<file path="config.mk">
export PLATFORM = sky130hd
export DESIGN_NAME = universal_shift_reg
export DESIGN_NICKNAME = d
export VERILOG_FILES = /design/src/rtl/universal_shift_reg_pkg.sv /design/src/rtl/univ_sr_frame_counter.sv /design/src/rtl/universal_shift_reg.sv
export SDC_FILE = /design/constraint.sdc
export NUM_CORES = 1
export LEC_CHECK = 0
export CAP_MARGIN = 20
export CORE_MARGIN = 8
export CORE_UTILIZATION = 44
export CTS_CLUSTER_SIZE = 10
export DETAILED_ROUTE_END_ITERATION = 12
export PLACE_DENSITY = 0.82
export SLEW_MARGIN = 20
export SYNTH_ARGS = -nofsm -noshare
export SYNTH_HDL_FRONTEND = slang
export SYNTH_HIERARCHICAL = 1
export SYNTH_SLANG_ARGS = --single-unit
export TNS_END_PERCENT = 100
</file>
<file path="constraint.sdc">
create_clock -name clk -period 1.9 [get_ports clk]
set_input_delay 0.38 -clock clk [delete_from_list [all_inputs] [get_ports clk]]
set_output_delay 0.38 -clock clk [all_outputs]
set_load 0.05 [all_outputs]
</file>
<file path="src/rtl/universal_shift_reg_pkg.sv">
// Shared mode encodings and counter-width derivation for universal_shift_reg.
package universal_shift_reg_pkg;

    typedef enum logic [1:0] {
        MODE_HOLD = 2'b00,
        MODE_SHR  = 2'b01,
        MODE_SHL  = 2'b10,
        MODE_LOAD = 2'b11
    } sr_mode_e;

    // Never return zero so a 1-bit counter still exists at the minimum width.
    function automatic int cnt_w_f(input int width);
        return (width <= 2) ? 1 : $clog2(width);
    endfunction

endpackage

</file>
<file path="src/rtl/univ_sr_frame_counter.sv">
// Counts shifts since the last load and pulses frame_done after the WIDTH-th shift.
module univ_sr_frame_counter
    import universal_shift_reg_pkg::*;
#(
    parameter int WIDTH = 8,
    localparam int CNT_W = cnt_w_f(WIDTH)
) (
    input  logic             clk,
    input  logic             reset,
    input  logic             en,
    input  logic             clear,
    input  logic             step,
    output logic [CNT_W-1:0] shift_cnt,
    output logic             frame_done
);

    localparam logic [CNT_W-1:0] LAST = CNT_W'(WIDTH - 1);

    logic [CNT_W-1:0] cnt_d, cnt_q;
    logic             done_d, done_q;

    always_comb begin
        cnt_d  = cnt_q;
        done_d = 1'b0;
        if (en) begin
            if (clear) begin
                cnt_d = '0;
            end else if (step) begin
                if (cnt_q == LAST) begin
                    cnt_d  = '0;
                    done_d = 1'b1;
                end else begin
                    cnt_d = cnt_q + 1'b1;
                end
            end
        end
    end

    always_ff @(posedge clk) begin
        if (reset) begin
            cnt_q  <= '0;
            done_q <= 1'b0;
        end else begin
            cnt_q  <= cnt_d;
            done_q <= done_d;
        end
    end

    assign shift_cnt  = cnt_q;
    assign frame_done = done_q;

endmodule

</file>
<file path="src/rtl/universal_shift_reg.sv">
// Universal shift register: hold / shift right / shift left / parallel load with frame counter.
// Defining UNIV_SR_ROTATE_EN adds the rot port, turning shifts into rotates.
module universal_shift_reg
    import universal_shift_reg_pkg::*;
#(
    parameter int WIDTH = 8,
    localparam int CNT_W = cnt_w_f(WIDTH)
) (
    input  logic             clk,
    input  logic             reset,
    input  logic             en,
    input  logic [1:0]       mode,
    input  logic [WIDTH-1:0] data_in,
    input  logic             ser_in_r,
    input  logic             ser_in_l,
`ifdef UNIV_SR_ROTATE_EN
    input  logic             rot,
`endif
    output logic [WIDTH-1:0] data_out,
    output logic             ser_out_r,
    output logic             ser_out_l,
    output logic [CNT_W-1:0] shift_cnt,
    output logic             frame_done
);

    logic [WIDTH-1:0] data_d, data_q;
    logic             fill_r, fill_l;
    logic             step, clear;
    sr_mode_e         mode_e;

    assign mode_e = sr_mode_e'(mode);

    always_comb begin
        fill_r = ser_in_r;
        fill_l = ser_in_l;
`ifdef UNIV_SR_ROTATE_EN
        if (rot) begin
            fill_r = data_q[0];
            fill_l = data_q[WIDTH-1];
        end
`endif
    end

    always_comb begin
        data_d = data_q;
        step   = 1'b0;
        clear  = 1'b0;
        if (en) begin
            case (mode_e)
                MODE_SHR: begin
                    data_d = {fill_r, data_q[WIDTH-1:1]};
                    step   = 1'b1;
                end
                MODE_SHL: begin
                    data_d = {data_q[WIDTH-2:0], fill_l};
                    step   = 1'b1;
                end
                MODE_LOAD: begin
                    data_d = data_in;
                    clear  = 1'b1;
                end
                default: data_d = data_q;
            endcase
        end
    end

    always_ff @(posedge clk) begin
        if (reset) data_q <= '0;
        else       data_q <= data_d;
    end

    univ_sr_frame_counter #(.WIDTH(WIDTH)) u_frame_counter (
        .clk       (clk),
        .reset     (reset),
        .en        (en),
        .clear     (clear),
        .step      (step),
        .shift_cnt (shift_cnt),
        .frame_done(frame_done)
    );

    assign data_out  = data_q;
    assign ser_out_r = data_q[0];
    assign ser_out_l = data_q[WIDTH-1];

endmodule

</file>
==> summary.md, run 1 <==
| Metric | Value |
|---|---|
| Met1 Use GR | `11.9%` |
| Top cells by area, synth | `dfxtp_1 (35%), a311oi_1 (10%), ha_1 (9.0%)` |
| Post CTS Setup Buffer Count | `0` |
| Clk_lat worst skew | `0.27 ns` |
| Clock power share | `24.0%` |
| Multi-input gate area | `375 um^2` |
| Hold crit path type | `reg2reg` |
| Top Usage Layer GRT | `met2` |
| First-pass iteration count of the detailed router | `4` |
| Initial DRC count | `19` |
| Highest-count cells in the layout ignoring fill and taps | `clkdlybuf4s50_1 (17), buf_4 (16), dfxtp_1 (12)` |
| Cell area after synthesis | `694 um^2` |
| TritonCTS buffer count | `3` |
| Post-CTS Resized | `0` |
| Vias post-DR | `665` |
| Pleak | `0.401 nW` |
| Met3 Usage GRT | `2.97%` |
| Post-Synth XOR/XNOR Area | `0%` |
| Starting Density | `46.6%` |
| Sequential cell area | `240 um^2` |
| RSZ-0062 raised after global routing | `no` |
| CTS tree | `built` |
| Vias in the first global route | `650` |
| Crit path max fanout | `3` |
| Port Buffers | `28` |
| Sequential area share after synthesis | `34.6%` |
| Maximum clock insertion buffer count | `2` |
| Post-synthesis adder-cell area fraction | `9.01%` |
| Fin crit share | `96.3%` |
| DRC Markers | `0` |
| Post-Route Utilization | `66.3%` |
| First-pass GRT wire length | `2900 um` |
| Hold_buf cts | `0` |
| DP Wirelength | `1400 um` |
| Pre-CTS setup slack | `-0.0568 ns` |
| Area Growth Syn to Fin | `42.2%` |
| Max-slew headroom | `65.8%` |
| Max-slew violations | `0` |
| Mux contribution to synthesized area | `0%` |
| Core area | `1490 um^2` |
| Comb power frac | `32.4%` |
| Kind of cell adding the most delay to the critical path | `buffers and inverters` |
| PD cells | `656 nW/um^2` |
| CP Launch Type | `register` |
| WP data arrival | `1.45 ns` |
| # IOs | `29` |
| Final Net Count | `127` |
| Crit-path max cell delay | `0.82 ns` |
| Max IR drop VDD | `0.000461 V` |
| Synthesis-stage register bit count | `12` |
| Compound-Gate Fraction of Synth Area | `23.6%` |
| Routability cong. | `0.744` |
| Fmax | `546 MHz` |
| H-Tree Depth | `1` |
| Avg WL per Cell | `14.7 um` |
| Synthesis warning total | `6` |
| Total power | `0.000647 W` |
| Clock skew | `0.00595 ns` |
| Met2 usage | `19.4%` |
| Post-route ant nets | `0` |
| Setup violations, final | `0` |
| Data required, critical path | `1.52 ns` |
| Die boundary width | `55.7 um` |
| Net switching power figure | `0.000219 W` |
| Final Hold Vio Count | `0` |
| Synth Area in Simple Gates | `21.4%` |
| Main combinational cell family by area after synthesis | `compound AO/OA/AOI/OAI gates` |
| Crit-path cells | `clkdlybuf4s50_1` |
| Hold slack | `0.499 ns` |
| Die H | `55.7 um` |
| Status | `finished, final reports clean` |
| Syn_nets | `95` |
| Crit path capture type | `output port` |
| Commonest non-fill, non-tap cell in the layout | `clkdlybuf4s50_1` |
| Antenna violations before repair | `0` |
| DR vias/cell | `5.50` |
| Root buf cell | `clkbuf_4` |
| Row Count | `14` |
| Die Area | `3110 um^2` |
| Fill cell count | `127` |
| Buf+Inv Stages, Crit Path | `1` |
| Area leader, netlist | `dfxtp_1` |
| Max_cap viols | `0` |
| # clock sinks | `12` |
| Global Route Usage Sum | `11.1%` |
| Routed Wire Length | `1770 um` |
| Largest net degree at the start of global routing | `17` |
| Post-Synthesis Cells | `75` |
| Period minus WS final | `1.83 ns` |
| WS Path Type | `reg2out` |
| CP max stage cell | `clkdlybuf4s50_1` |
| Yosys cell types | `22` |
| Global route total overflow | `0` |
| Tightest Pin Transition | `0.511 ns` |
| Sw Ratio | `33.8%` |
| Sequential group share of total power | `43.6%` |
| Setup slack after layout | `0.0695 ns` |
| Worst-path clk slew | `0.07 ns` |
| Avg Inst Size Synth | `9.26 um^2` |
| Antenna diodes | `0` |
| Synth top area share | `34.6%` |
| Share of cells above drive strength 1 | `24.8%` |
| Internal | `0.000429 W` |
==> metrics by stage <==
step / TNS, ns / cell area, um^2 / cells
floorplan: 0 / 694 / 75
global placement: 0 / 965 / 118
detailed placement: -0.146 / 965 / 118
CTS: 0 / 987 / 121
global route: 0 / 987 / 121
finish: 0 / 987 / 121
==> worst paths after layout <==
path	start	end	slack (ns)	cells after the start
setup / recovery	u_frame_counter/shift_cnt[1]	shift_cnt[1]	0.07	1
setup reg to reg	u_frame_counter/shift_cnt[0]	u_frame_counter/shift_cnt[0]	0.49	4
hold / removal	u_frame_counter/shift_cnt[2]	u_frame_counter/shift_cnt[2]	0.50	2
hold reg to reg	u_frame_counter/shift_cnt[2]	u_frame_counter/shift_cnt[2]	0.50	2
==> state kept, by name, indices dropped and copies added (netlist names) <==
register and flops:
u_frame_counter/frame_done 1, data_out 8, u_frame_counter/shift_cnt 3
==> power by group through the flow <==
stage / Sequential (W) / Combinational, W / Clock (W)
finish: 0.000282 / 0.000210 / 0.000155
global route: 0.000285 / 0.000223 / 0.000169
CTS: 0.000282 / 0.000211 / 0.000157
detailed placement: 0.000288 / 0.000211 / 0
global placement: 0.000287 / 0.000207 / 0
floorplan: 0.000336 / 0.0000858 / 0
==> cells by family after synthesis <==
kind of cell | Yosys count
AO/OA/AOI/OAI | 20
adder cells (fa/ha/maj) | 5
buffers and inverters | 12
flip-flops | 12
AND/OR/NAND/NOR | 26
==> synth_stat cells (all sizes together) <==
library cell,number
nor2b,1
dfxtp,12
nand3b,1
o32ai,3
nor3b,1
or4b,1
and2,2
buf,7
ha,5
inv,5
o21a,1
nor2,9
nand2,8
nand2b,3
a22oi,8
a311oi,8
==> cell type report <==
| class | count | share of cell area, % |
|---|---|---|
| well taps | 16 | 2.03 |
| flip-flops and latches | 12 | 24.3 |
| inverters | 5 | 1.90 |
| clock buffers | 3 | 2.28 |
| multi-input cells | 51 | 38.0 |
| repair buffers | 34 | 31.4 |
==> metal layers <==
layer / up-vias / share of wire [%] / wire (um)
met3: 4 / 5.2 / 93
met5: - / 0 / 0
met1: 300 / 43 / 758
met2: 26 / 50 / 891
li1: 335 / - / -
met4: 0 / 1.6 / 29
(Power assumes the default switching activity.)
==> run 2: changes to the inputs <==
--- a/config.mk
+++ b/config.mk
@@ -7,10 +7,11 @@
 export LEC_CHECK = 0
 export CAP_MARGIN = 20
 export CORE_MARGIN = 8
-export CORE_UTILIZATION = 44
+export CORE_UTILIZATION = 37
 export CTS_CLUSTER_SIZE = 10
 export DETAILED_ROUTE_END_ITERATION = 12
-export PLACE_DENSITY = 0.82
+export PLACE_DENSITY = 0.74
+export REMOVE_ABC_BUFFERS = 1
 export SLEW_MARGIN = 20
 export SYNTH_ARGS = -nofsm -noshare
 export SYNTH_HDL_FRONTEND = slang
==> constraint.sdc (replaced) <==
create_clock -name clk -period 1.67 [get_ports clk]
set_input_delay 0.334 -clock clk [delete_from_list [all_inputs] [get_ports clk]]
set_output_delay 0.334 -clock clk [all_outputs]
set_load 0.05 [all_outputs]
==> run 2 against run 1 <==
Worst hold slack gained 0.015 ns; sequential power grew 14%; non-clock buffer count is the same; clock power grew 14%; wire length grew 3.7%; global-route usage shrank 0.47 points; critical path depth grew 3; critical path type is now reg2reg; design area grew 5.2%.
==> summary.md, run 2 (same netlist as run 1, synthesis figures left out) <==
| Metric | Value |
|---|---|
| Global route total overflow | `0 (unchanged)` |
| Clock power share | `23.5% (-0.5 points)` |
| WS Path Type | `reg2reg` |
| Final Net Count | `127 (unchanged)` |
| Sequential group share of total power | `43.0% (-0.6 points)` |
| Max_cap viols | `0 (unchanged)` |
| Clock skew | `0.00487 ns (-0.00108 ns)` |
| RSZ-0062 raised after global routing | `no` |
| First-pass GRT wire length | `2880 um (-0.93%)` |
| Highest-count cells in the layout ignoring fill and taps | `buf_4 (18), dfxtp_1 (12), clkdlybuf4s50_1 (12)` |
| Sw Ratio | `33.9% (+0.11 points)` |
| Max-slew headroom | `83.6% (+18 points)` |
| CTS tree | `built` |
| Data required, critical path | `1.84 ns (+0.32 ns)` |
| DP Wirelength | `1410 um (+1.0%)` |
| Share of cells above drive strength 1 | `31.4% (+6.7 points)` |
| Maximum clock insertion buffer count | `2 (unchanged)` |
| DR vias/cell | `5.22 (-5.1%)` |
| PD cells | `718 nW/um^2 (+9.6%)` |
| Fin crit share | `85.8%` |
| Area Growth Syn to Fin | `49.6%` |
| Status | `finished, final reports clean` |
| Post-route ant nets | `0 (unchanged)` |
| Worst-path clk slew | `0.08 ns (about the same)` |
| DRC Markers | `0 (unchanged)` |
| Net switching power figure | `0.000253 W (+16%)` |
| Setup slack after layout | `0.237 ns (+0.168 ns)` |
| WP data arrival | `1.61 ns (+0.16 ns)` |
| Vias post-DR | `678 (+2.0%)` |
| Clk_lat worst skew | `0.26 ns (about the same)` |
| Tightest Pin Transition | `0.246 ns (-0.265 ns)` |
| Commonest non-fill, non-tap cell in the layout | `buf_4` |
| Hold_buf cts | `0 (unchanged)` |
| Pre-CTS setup slack | `-0.203 ns (-0.147 ns)` |
| Max IR drop VDD | `0.000300 V (-35%)` |
| Avg WL per Cell | `14.2 um (-3.5%)` |
| Total power | `0.000746 W (+15%)` |
| Pleak | `0.438 nW (+9.0%)` |
| Die H | `59.3 um (+6.5%)` |
| Port Buffers | `28 (unchanged)` |
| Internal | `0.000493 W (+15%)` |
| Routability cong. | `0.795 (+6.9%)` |
| Vias in the first global route | `626 (-3.7%)` |
| TritonCTS buffer count | `3 (unchanged)` |
| Antenna diodes | `0 (unchanged)` |
| Largest net degree at the start of global routing | `16 (-1)` |
| Final Hold Vio Count | `0 (unchanged)` |
| H-Tree Depth | `1 (unchanged)` |
| Comb power frac | `33.4% (+1.0 points)` |
| Fill cell count | `164 (+29%)` |
| Row Count | `15 (+1)` |
| Die boundary width | `59.3 um (+6.5%)` |
| Initial DRC count | `19 (unchanged)` |
| Number of flip-flops in the largest register | `8 (unchanged)` |
| Core area | `1750 um^2 (+17%)` |
| Crit path capture type | `register` |
| Fmax | `698 MHz` |
| Routed Wire Length | `1840 um (+3.7%)` |
| Starting Density | `39.8% (-6.9 points)` |
| First-pass iteration count of the detailed router | `4 (unchanged)` |
| Antenna violations before repair | `0 (unchanged)` |
| # clock sinks | `12 (unchanged)` |
| Root buf cell | `clkbuf_4` |
| Hold crit path type | `reg2reg` |
| Die Area | `3520 um^2 (+13%)` |
| Period minus WS final | `1.43 ns` |
| Crit path max fanout | `4 (+1)` |
| Global Route Usage Sum | `10.6% (-0.47 points)` |
| CP Launch Type | `register` |
| # IOs | `29 (unchanged)` |
| Setup violations, final | `0 (unchanged)` |
| Max-slew violations | `0 (unchanged)` |
run 2: cell types whose count changed in the layout (fill, tap and decap cells not counted), sizes merged:
cell / before / now
clkdlybuf4s50: 17 / 12
dlymetal6s2s: 0 / 2
buf: 17 / 20
run 2: worst paths after layout:
check                          startpoint                           end  slack [ns]  cells past startpoint
min                           data_out[6]                   data_out[5]        0.51                      2
max          u_frame_counter/shift_cnt[0]  u_frame_counter/shift_cnt[0]        0.24                      4
min reg2reg                   data_out[6]                   data_out[5]        0.51                      2
max reg2reg  u_frame_counter/shift_cnt[0]  u_frame_counter/shift_cnt[0]        0.24                      4
run 2: area by class of cell:
type	count	area [um^2]	area share, %
flip-flops and latches	12	240	23.1
repair buffers	34	320	30.8
multi-input cells	51	405	39.0
inverters	5	18.8	1.81
well taps	25	31.3	3.01
clock buffers	3	22.5	2.17
run 2: power groups by stage:
stage	clock, W	sequential [W]	combinational (W)
after global placement	0	0.000327	0.000241
after CTS	0.000181	0.000321	0.000244
after global routing	0.000194	0.000324	0.000266
after detailed placement	0	0.000328	0.000243
after floorplan	0	0.000396	0.0000656
final	0.000176	0.000321	0.000249
run 2: through the flow:
stage / instances / hold WS [ns] / cell area, um^2 / util (%) / TNS, ns
2_1_floorplan: 68 / 0.406 / 634 / - / 0
3_3_place_gp: 127 / 0.496 / 981 / 56.2 / -1.32
3_5_place_dp: 127 / 0.501 / 981 / 56.2 / -1.75
4_1_cts: 130 / 0.514 / 1000 / 57.5 / 0
5_1_grt: 130 / 0.543 / 1040 / 59.5 / 0
6_report: 130 / 0.514 / 1040 / 59.5 / 0
run 2: repair_timing:
action | CTS | global route
hold endpoints to repair | 0 | 0
endpoints found under the setup margin | 0 | 3
gates resized for setup | 0 | 7
setup buffers | 0 | 0
run 2: worst max-delay path, stage by stage, from the launching register on:
cell and delay (ns):
dfxtp_1 0.35, ha_1 0.20, ha_1 0.19, or4b_1 0.50
o32ai_2 0.11
run 2: metal layers:
metal,GRT usage (%),wire (um),vias to the layer above
li1,-,-,333
met1,12.8,809,309
met2,16.0,827,34
met3,2.60,170,2
met4,7.17,33,0
met5,0,0,-
==> run 3: changes to the inputs <==
--- a/config.mk
+++ b/config.mk
@@ -8,10 +8,12 @@
 export CAP_MARGIN = 20
 export CORE_MARGIN = 8
 export CORE_UTILIZATION = 37
-export CTS_CLUSTER_SIZE = 10
+export CTS_BUF_LIST = sky130_fd_sc_hd__clkbuf_16
+export CTS_CLUSTER_SIZE = 30
 export DETAILED_ROUTE_END_ITERATION = 12
 export PLACE_DENSITY = 0.74
 export REMOVE_ABC_BUFFERS = 1
+export SKIP_LAST_GASP = 1
 export SLEW_MARGIN = 20
 export SYNTH_ARGS = -nofsm -noshare
 export SYNTH_HDL_FRONTEND = slang
==> run 3 against run 2 <==
Worst setup slack improved by 0.00056 ns; cell count unchanged; critical path depth unchanged; critical path type unchanged; clock skew decreased by 0.0035 ns; global-route usage increased by 1.4 points; first-iteration DRC count decreased by 42%; register-to-register slack about the same; critical endpoint unchanged; via count increased by 1.0%; clock-buffer cell count unchanged; non-clock buffer count unchanged; sequential share of layout area decreased by 1.4 points.
==> summary.md, run 3 (same netlist as run 1, synthesis figures left out) <==
| Metric | Value |
|---|---|
| Metal-1 WL | `850 um (+5.1%)` |
| Max IR drop VDD | `0.000485 V (+62%)` |
| Avg WL per Cell | `15.7 um (+11%)` |
| Cell area after layout | `1110 um^2 (+6.5%)` |
| Area after DPL | `981 um^2 (unchanged)` |
| DP Wirelength | `1410 um (unchanged)` |
| # IOs | `29 (unchanged)` |
| Commonest non-fill, non-tap cell in the layout | `buf_4` |
| Tightest Pin Transition | `0.220 ns (-0.0258 ns)` |
| Starting Density | `39.8% (unchanged)` |
| Vias post-DR | `685 (+1.0%)` |
| Port Buffers | `28 (unchanged)` |
| PD cells | `927 nW/um^2 (+29%)` |
| Global Route Usage Sum | `12.0% (+1.4 points)` |
| Share of cells above drive strength 1 | `34.3% (+2.9 points)` |
| Pleak | `0.461 nW (+5.4%)` |
| Setup slack after layout | `0.238 ns (+0.000559 ns)` |
| Vias in the first global route | `680 (+8.6%)` |
| # clock sinks | `12 (unchanged)` |
| Worst reg2reg startpoint | `u_frame_counter/shift_cnt[0]` |
| CP Launch Point | `u_frame_counter/shift_cnt[0]` |
| Area Growth Syn to Fin | `59.3%` |
| Fmax | `698 MHz (about the same)` |
| HP Start | `data_out[1]` |
| Hold Crit Depth | `2 (unchanged)` |
| Period minus WS final | `1.43 ns (-0.000559 ns)` |
| Die H | `59.3 um (unchanged)` |
| Root buf cell | `clkbuf_16` |
| Post-Route Utilization | `63.4% (+3.9 points)` |
| Post-route ant nets | `0 (unchanged)` |
| Final Net Count | `127 (unchanged)` |
| Die Area | `3520 um^2 (unchanged)` |
| Worst-path clk slew | `0.04 ns (-0.04 ns)` |
| Hold crit path type | `reg2reg` |
| Highest-count cells in the layout ignoring fill and taps | `buf_4 (18), dfxtp_1 (12), clkdlybuf4s50_1 (12)` |
| Data required, critical path | `1.82 ns (-0.02 ns)` |
| Clk_lat worst skew | `0.24 ns (-0.02 ns)` |
| Hold slack | `0.513 ns (-0.000760 ns)` |
| Largest net degree at the start of global routing | `16 (unchanged)` |
| Number of flip-flops in the largest register | `8 (unchanged)` |
| Crit path capture type | `register` |
| Initial DRC count | `11 (-8)` |
| Hold_buf cts | `0 (unchanged)` |
| Clock skew | `0.00136 ns (-0.00351 ns)` |
| Reg2Reg Setup Slack | `0.24 ns (about the same)` |
| CTS tree | `built` |
| First-pass iteration count of the detailed router | `4 (unchanged)` |
| Core area | `1750 um^2 (unchanged)` |
| Routability cong. | `0.795 (unchanged)` |
| DRC Markers | `0 (unchanged)` |
| Max layer used | `met4` |
| Global route total overflow | `0 (unchanged)` |
| Setup violations, final | `0 (unchanged)` |
| Row Count | `15 (unchanged)` |
| R2R depth | `4 (unchanged)` |
| Status | `finished, final reports clean` |
| WS Path Type | `reg2reg` |
| Routed Wire Length | `2040 um (+11%)` |
| CP Launch Type | `register` |
| Die boundary width | `59.3 um (unchanged)` |
| DR vias/cell | `5.27 (+1.0%)` |
| H-Tree Depth | `1 (unchanged)` |
| RSZ-0062 raised after global routing | `no` |
| Pre-CTS setup slack | `-0.203 ns (unchanged)` |
| Maximum clock insertion buffer count | `2 (unchanged)` |
| Max-slew violations | `0 (unchanged)` |
| Max_cap viols | `0 (unchanged)` |
| First-pass GRT wire length | `3160 um (+9.8%)` |
| Fin crit share | `85.8% (about the same)` |
| Max-slew headroom | `85.2% (+1.6 points)` |
| Antenna diodes | `0 (unchanged)` |
| Total power | `0.00102 W (+37%)` |
| TritonCTS buffer count | `3 (unchanged)` |
| Antenna violations before repair | `0 (unchanged)` |
| Final Hold Vio Count | `0 (unchanged)` |
| DR WL met2 | `986 um (+19%)` |
| WP data arrival | `1.58 ns (-0.03 ns)` |
| Routed length on met3 | `145 um (-15%)` |
| Crit path max fanout | `4 (unchanged)` |
## run 3: metal layers
metal | up-vias | track usage (%)
met5 | - | 0
met3 | 5 | 3.90
li1 | 334 | -
met4 | 0 | 8.19
met2 | 24 | 19.6
met1 | 322 | 12.7
## run 3: final cells by class
cell class / instances / area (um^2)
Fill cell: 156 / 639
Multi-Input combinational cell: 51 / 420
Timing Repair Buffer: 34 / 320
Sequential cell: 12 / 240
Clock buffer: 3 / 75.1
Tap cell: 25 / 31.3
Inverter: 5 / 18.8
## run 3: repair_timing
item	in CTS	in global routing
gates resized for setup	0	10
endpoints found under the setup margin	0	8
buffers inserted	0	0
## run 3: worst paths after layout
path / end
worst max-delay path: u_frame_counter/shift_cnt[0]
worst min-delay path: data_out[0]
worst max register to register: u_frame_counter/shift_cnt[0]
worst min register to register: data_out[0]
## run 3: through the flow
| stage | TNS (ns) | cells |
|---|---|---|
| floorplan | 0 | 68 |
| global placement | -1.32 | 127 |
| detailed placement | -1.75 | 127 |
| CTS | 0 | 130 |
| global route | 0 | 130 |
| finish | 0 | 130 |
## run 3: worst max-delay path: stages (launching register included)
cell	delay (ns)
dfxtp_1	0.33
ha_1	0.20
ha_1	0.19
or4b_1	0.50
o32ai_2	0.12
## run 3: power by group
| part | switching, W | leakage [nW] | total [W] | internal, W |
|---|---|---|---|---|
| Sequential | 0.0000188 | 0.0985 | 0.000323 | 0.000305 |
| Clock | 0.000133 | 0.0370 | 0.000445 | 0.000313 |
| Combinational | 0.000147 | 0.326 | 0.000256 | 0.000109 |
| Total | 0.000299 | 0.461 | 0.00102 | 0.000726 |
